--- config.mk ---
export PLATFORM = sky130hd
export DESIGN_NAME = genius_core
export DESIGN_NICKNAME = d
export VERILOG_FILES = /design/src/rtl/genius_pkg.sv /design/src/rtl/genius_seq_mem.sv /design/src/rtl/genius_core.sv
export SDC_FILE = /design/constraint.sdc
export NUM_CORES = 1
export LEC_CHECK = 0
export ABC_CLOCK_PERIOD_IN_PS = 2400
export CAP_MARGIN = 20
export CORE_UTILIZATION = 31
export CTS_BUF_LIST = sky130_fd_sc_hd__clkbuf_4 sky130_fd_sc_hd__clkbuf_8
export CTS_CLUSTER_DIAMETER = 40
export DETAILED_ROUTE_END_ITERATION = 10
export GPL_ROUTABILITY_DRIVEN = 0
export PLACE_DENSITY = 0.67
export SYNTH_ARGS = -nofsm -noshare
export SYNTH_HDL_FRONTEND = slang
export SYNTH_HIERARCHICAL = 1
export SYNTH_SLANG_ARGS = --single-unit
--- constraint.sdc ---
create_clock -name clk -period 2.4 [get_ports clk]
set_input_delay 0.24 -clock clk [delete_from_list [all_inputs] [get_ports clk]]
set_output_delay 0.24 -clock clk [all_outputs]
set_load 0.005 [all_outputs]
--- src/rtl/genius_pkg.sv ---
// Shared types and constants for the Genius (Simon) game core.
// Optional feature macro used by genius_core: GENIUS_RETRY_EN.
package genius_pkg;

  // One colour of the four-colour game.
  typedef logic [1:0] color_t;

  // Game phase.
  typedef enum logic [1:0] {
    GEN   = 2'd0,
    PLAY  = 2'd1,
    WIN   = 2'd2,
    ERROR = 2'd3
  } state_t;

  // Default sequence length.
  localparam int GENIUS_DEPTH = 4;

  // Index width for a sequence of the given depth (never below one bit).
  function automatic int genius_aw(input int depth);
    return (depth > 1) ? $clog2(depth) : 1;
  endfunction

endpackage

--- src/rtl/genius_seq_mem.sv ---
// Sequence store: DEPTH colours, cleared by the async reset,
// written synchronously and read combinationally.
module genius_seq_mem
  import genius_pkg::*;
#(
  parameter  int DEPTH = GENIUS_DEPTH,
  localparam int AW    = genius_aw(DEPTH)
) (
  input  logic          clk,
  input  logic          rst,
  input  logic          we_i,
  input  logic [AW-1:0] waddr_i,
  input  color_t        wdata_i,
  input  logic [AW-1:0] raddr_i,
  output color_t        rdata_o
);

  color_t mem_q [DEPTH];

  // Storage array: whole array cleared on reset, one entry written per strobe.
  always_ff @(posedge clk or negedge rst) begin
    if (!rst) begin
      for (int i = 0; i < DEPTH; i++) begin
        mem_q[i] <= 2'b00;
      end
    end else if (we_i) begin
      mem_q[waddr_i] <= wdata_i;
    end else begin
      mem_q <= mem_q;
    end
  end

  assign rdata_o = mem_q[raddr_i];

endmodule

--- src/rtl/genius_core.sv ---
// Genius game control core: records a colour sequence from the PRNG,
// then checks player entries against it in order.
// Build option GENIUS_RETRY_EN: WIN restarts a new game, ERROR replays
// the stored sequence; without it both end states hold until reset.
module genius_core
  import genius_pkg::*;
#(
  parameter  int DEPTH = GENIUS_DEPTH,
  localparam int AW    = genius_aw(DEPTH)
) (
  input  logic          clk,
  input  logic          rst,
  input  color_t        value_in,
  input  color_t        player_input,
  input  logic          input_ready,
  output logic          gen_enable,
  output logic          mem_write,
  output logic          score_inc,
  output logic          error_led,
  output logic          win,
  output logic          correct,
  output color_t        mem_out,
  output logic [AW-1:0] idx
);

  localparam logic [AW-1:0] LAST_IDX = AW'(DEPTH - 1);

  state_t        state_q, state_d;
  logic [AW-1:0] idx_q, idx_d;
  logic          we_s;
  logic          score_s;
  color_t        rd_s;

  genius_seq_mem #(.DEPTH(DEPTH)) u_mem (
    .clk     (clk),
    .rst     (rst),
    .we_i    (we_s),
    .waddr_i (idx_q),
    .wdata_i (value_in),
    .raddr_i (idx_q),
    .rdata_o (rd_s)
  );

  // State and index registers.
  always_ff @(posedge clk or negedge rst) begin
    if (!rst) begin
      state_q <= GEN;
      idx_q   <= '0;
    end else begin
      state_q <= state_d;
      idx_q   <= idx_d;
    end
  end

  // Next-state logic; the write and score strobes share the event's edge.
  always_comb begin
    state_d = state_q;
    idx_d   = idx_q;
    we_s    = 1'b0;
    score_s = 1'b0;
    case (state_q)
      GEN: begin
        if (input_ready) begin
          we_s = 1'b1;
          if (idx_q == LAST_IDX) begin
            idx_d   = '0;
            state_d = PLAY;
          end else begin
            idx_d = idx_q + AW'(1);
          end
        end else begin
          idx_d = idx_q;
        end
      end
      PLAY: begin
        if (input_ready) begin
          if (player_input == rd_s) begin
            score_s = 1'b1;
            if (idx_q == LAST_IDX) begin
              idx_d   = '0;
              state_d = WIN;
            end else begin
              idx_d = idx_q + AW'(1);
            end
          end else begin
            state_d = ERROR;
          end
        end else begin
          idx_d = idx_q;
        end
      end
      WIN: begin
`ifdef GENIUS_RETRY_EN
        if (input_ready) begin
          idx_d   = '0;
          state_d = GEN;
        end else begin
          state_d = WIN;
        end
`else
        state_d = WIN;
`endif
      end
      ERROR: begin
`ifdef GENIUS_RETRY_EN
        if (input_ready) begin
          idx_d   = '0;
          state_d = PLAY;
        end else begin
          state_d = ERROR;
        end
`else
        state_d = ERROR;
`endif
      end
      default: begin
        idx_d   = '0;
        state_d = GEN;
      end
    endcase
  end

  assign gen_enable = (state_q == GEN);
  assign error_led  = (state_q == ERROR);
  assign win        = (state_q == WIN);
  assign mem_write  = we_s;
  assign score_inc  = score_s;
  assign correct    = (player_input == rd_s);
  assign mem_out    = rd_s;
  assign idx        = idx_q;

endmodule

# Yosys cells after proc, flatten, opt, wreduce, memory -nomap -nowiden
# Index checks and enable logic that the tools add are counted.
# classes
magnitude_cmp	2
n_bitwise	1
eq_ne	10
addsub	1
n_mux	22
reduce_logical	5
# ops
op	count
$mux W2	12
$bwmux W8	1
$pmux W2 S4	1
$reduce_and A4 Y1	2
$eq A2 B2 Y1 const B	3
$ne A2 B2 Y1 const B	3
$mux W1	5
$bmux W2 S2	1
$demux W2 S2	1
$pmux W2 S2	1
$ge A3 B3 Y1 const B	1
$lt A3 B1 Y1 const B	1
$ne A3 B3 Y1 const B	1
$not A2 Y3	1
$add A2 B1 Y2 const B	1
$eq A2 B1 Y1 const B	1
$eq A2 B2 Y1	1
$logic_not A2 Y1	1
$ne A2 B1 Y1 const B	1
$reduce_bool A2 Y1	1
$logic_and A1 B1 Y1	1
# totals
out_inout_bits	10
regBits	12
inputBits	7
word_cells	47

# Depth between registers and ports, before layout
# logic_depth
ltp_word	8
ltp_mapped	6
mapped_depth_nobuf	6

# By module
# Netlist, hierarchy kept.
# by_module_without_submodules
mod	n_inst	seq_area_each_um2	cells_per_inst	area_each_um2
genius_seq_mem	1	200.2	22	375.4
genius_core	1	100.1	24	237.7

# Worst setup path before layout
# OpenSTA, ideal clock, no wires.
# synth_path
kind	register to register
from	register idx_q[0] (netlist: idx[0])
to	register idx_q[0] (netlist: idx[0])
t_arrival_ns	1.876
required_time_ns	2.272
setup_slack_ns	0.396
synth_period_minus_slack_ns	2.004
setup_ns	0.128
stages_incl_launch_ff	6
path_buffers	0
path_cell_list	dfrtp_1 > mux4_1 > xnor2_1 > nand2_1 > a21o_1 > mux2_1
# synth_via
elab_chain_len	7
elab_cells_between_ends	14
classes_between	1 x add/sub; 3 x eq/ne; 8 x mux; 1 x bitwise; 1 x reduce/logical
# synth_rtl
element	line_no	source
start: declaration	genius_core.sv:29	logic [AW-1:0] idx_q, idx_d;
start signal: assignment	genius_core.sv:51	idx_q <= idx_d;
$not A2 Y3 (not written as such)	genius_seq_mem.sv:33	assign rdata_o = mem_q[raddr_i];
$bmux W2 S2	genius_seq_mem.sv:33	
$mux W2 (not written as such) (2 in a row)	genius_seq_mem.sv:33	
named net mem_out[0]	genius_core.sv:22	output color_t mem_out,
$eq A2 B2 Y1	genius_core.sv:77	if (player_input == rd_s) begin
$ne A2 B2 Y1 (no line)	-	
$reduce_and A4 Y1 (no line)	-	
# The timed path passes the listed nets, and every way through them passes these cells. The select of a mux whose other input is x is not followed.
# A chain may end at the register's enable or synchronous reset.

# Worst setup path in the final report
# layout_path
from	register idx_q[0] (netlist: idx[0])
to	output correct
# layout_via
elab_chain_len	5
# layout_rtl
element	line_no	source
$not A2 Y3 (not written as such)	genius_seq_mem.sv:33	
$bmux W2 S2	genius_seq_mem.sv:33	
$mux W2 (not written as such) (2 in a row)	genius_seq_mem.sv:33	
$eq A2 B2 Y1	genius_core.sv:128	assign correct = (player_input == rd_s);
end: declaration	genius_core.sv:21	output logic correct,
# No other way between the ends. The select of a mux whose other input is x is not followed.

==> metrics.csv <==
stage;metric;value;unit
timing;tns;0;ps
timing;rsz0062_at_grt;false;
layout;layout_commonest_cell;clkdlybuf4s50_1;
power_and_ir_drop;p_leak;0.000350;µW
run_status;status;complete, no violations;
critical_path;cp_slowest_cell;mux4_2;
timing;finalCriticalPeriod;2270;ps
cts;cts_made_buffers;3;
layout;synthToLayoutAreaGrowth;38.6;%
timing;finalHoldViolations;0;
synthesis;syn_inst;46;
drt;antenna_left;0;
timing;worst_pin_slew;536;ps
timing;setup_viol_count_final;0;
floorplan;fp.dieW;46.5;µm
layout;stdcell_count;94;
timing;drv_slew;0;
drt;wl_per_cell;12.2;µm
drt;avgViaCountPerCell;4.65;
power_and_ir_drop;powerDensity;1180;nW/µm²
cts;cts.htree.levels;1;
critical_path;max_stage_delay;550;ps
drt;routed_wl;1150;µm
cts;cts-root-buf;clkbuf_4;
synthesis;ys_seq_area_share;49.0;%
cts;clk_latency;260;ps
timing;relSlewSlack;64.2;%
critical_path;setup.worst_path.class;reg2out;
floorplan;die_y;46.5;µm
placement;dp_hpwl;890;µm
hold_path;hold_path_class;in2async;
layout;multi_input_area;302;µm²
synthesis;syn_avg_cell_area;13.3;µm²
layout;antenna_cells;0;
power_and_ir_drop;total_power;1000;µW
run;cap_violations;0;
synthesis;syn_area;613;µm²
cts;clock_sinks;12;
drt;dr.pass1.iters;4;
floorplan;core_area;1780;µm²
layout;seq_area;302;µm²
synthesis;synth_warnings;6;
synthesis;ys_types;17;
timing;min_period_over_period;94.6;%
global_routing;antenna_found_initial;0;
global_routing;grt_pass1_vias;427;
layout;drive_gt1_share;20.3;%
layout;nets;79;
cts;path_clk_slew;60;ps
floorplan;num_io_pins;17;
cts;cts_tree;built;
critical_path;cp_max_fo;3;
synthesis;synth_nets;54;
drt;dr_total_vias;437;
global_routing;grt_max_degree;13;
global_routing;grt_usage;12.7;%
placement;place_inst;88;
critical_path;cp_data_required_time;2160;ps
global_routing;gr-total-overflow;0;
critical_path;cp-start-kind;flop;
timing;clock.fmax;441;MHz
floorplan;num_rows;15;
power_and_ir_drop;irDropWorstVdd;0.000633;V
layout;layout_common_cells;15 x clkdlybuf4s50_1, 11 x dfrtp_1, 8 x mux2_1;
cts;hold_buffers;0;
drt;drt_iter0_markers;14;
drt;post-route-drc-count;0;
critical_path;arrival;2030;ps
placement;io_buffer_count;16;
floorplan;start_util;34.4;%
global_routing;grt_pass1_wl;1900;µm
critical_path;crit_chain;mux4_2 -> xnor2_1 -> nand2_1 -> inv_1 -> clkdlybuf4s50_1;
cts;clock_path_buffers;2;
synthesis;synth-seq-cells;12;
layout;fillers;174;
timing;skew;0.196;ps
floorplan;dieArea;2160;µm²
critical_path;cp-end-kind;primary output;
## kinds of logic after synthesis
group           Yosys count  synth area share [%]
buf+inv                   1                 0.612
simple gates             15                  14.3
xor+xnor                  2                  2.86
compound gates            2                  2.45
fa+ha+maj                 1                  2.04
flops                    12                  49.0
mux                      13                  28.8
## power by group
group	internal, µW	switching [µW]	total (µW)
Clock	57.8	56.5	114
Combinational	346	174	520
Sequential	290	80.6	371
## final cells by class
cell class | instances | area share (%)
flip-flops and latches | 12 | 35.5
multi-input cells | 33 | 35.5
repair buffers | 20 | 22.2
clock buffers | 3 | 2.65
well taps | 25 | 3.68
inverters | 1 | 0.442
## layer usage
layer / part of all wire (%) / GRT usage [%] / vias up
met5: 0 / 0 / -
met4: 0 / 5.29 / 0
met3: 5.2 / 1.18 / 0
met2: 48 / 20.3 / 12
met1: 46 / 17.3 / 209
li1: - / - / 216
## metrics by stage
stage                     setup WS [ps]  utilization, %  area (µm²)  hold WS, ps
after floorplan                     396               -         613        -55.6
after global placement             59.1            45.5         812          470
after detailed placement           51.3            45.5         812          474
after CTS                          84.2            47.6         850          334
after global routing               3.78            47.6         850          370
final                               130            47.6         850          330
## repair_timing
item,CTS,global route
endpoints found under the setup margin,2,0
buffers inserted,3,0
resized for setup,4,0
## final timing paths
path | startpoint | depth (start not counted) | to | slack [ps]
max reg2reg | idx[0] | 7 | idx[0] | 320
max in group asynchronous | rst | 1 | idx[0] | 1690
min | rst | 1 | u_mem/mem_q[1] | 330
min reg2reg | u_mem/mem_q[5] | 1 | u_mem/mem_q[5] | 500
min in group clk | u_mem/mem_q[5] | 1 | u_mem/mem_q[5] | 500
max | idx[0] | 5 | correct | 130
## cell usage after synthesis
cell | instances | area share (%)
nand2b_1 | 2 | 2.0
inv_1 | 1 | 0.61
o211ai_1 | 1 | 1.2
mux2_2 | 3 | 5.5
dfrtp_1 | 12 | 49
mux4_1 | 2 | 8.6
a21o_1 | 1 | 1.2
and2_1 | 1 | 1.0
nand3_1 | 1 | 0.82
nor2b_1 | 1 | 1.0
nand2_1 | 2 | 1.2
xnor2_1 | 2 | 2.9
nand3b_1 | 3 | 3.7
nor2_1 | 4 | 2.4
nor3b_2 | 1 | 2.0
mux2_1 | 8 | 15
ha_1 | 1 | 2.0
## sequential cells by signal, summed over array words and instances, names as in the netlist
name and flops:
u_mem/mem_q 8, idx 2, state_q 2
## worst max-delay path, delay by kind of cell (launching register included)
kind          cells  cell delay (ps)
mux               1              550
xor+xnor          1              150
flops             1              410
buf+inv           2              560
simple gates      1               90
No activity file was read; power rests on OpenSTA's default activity.
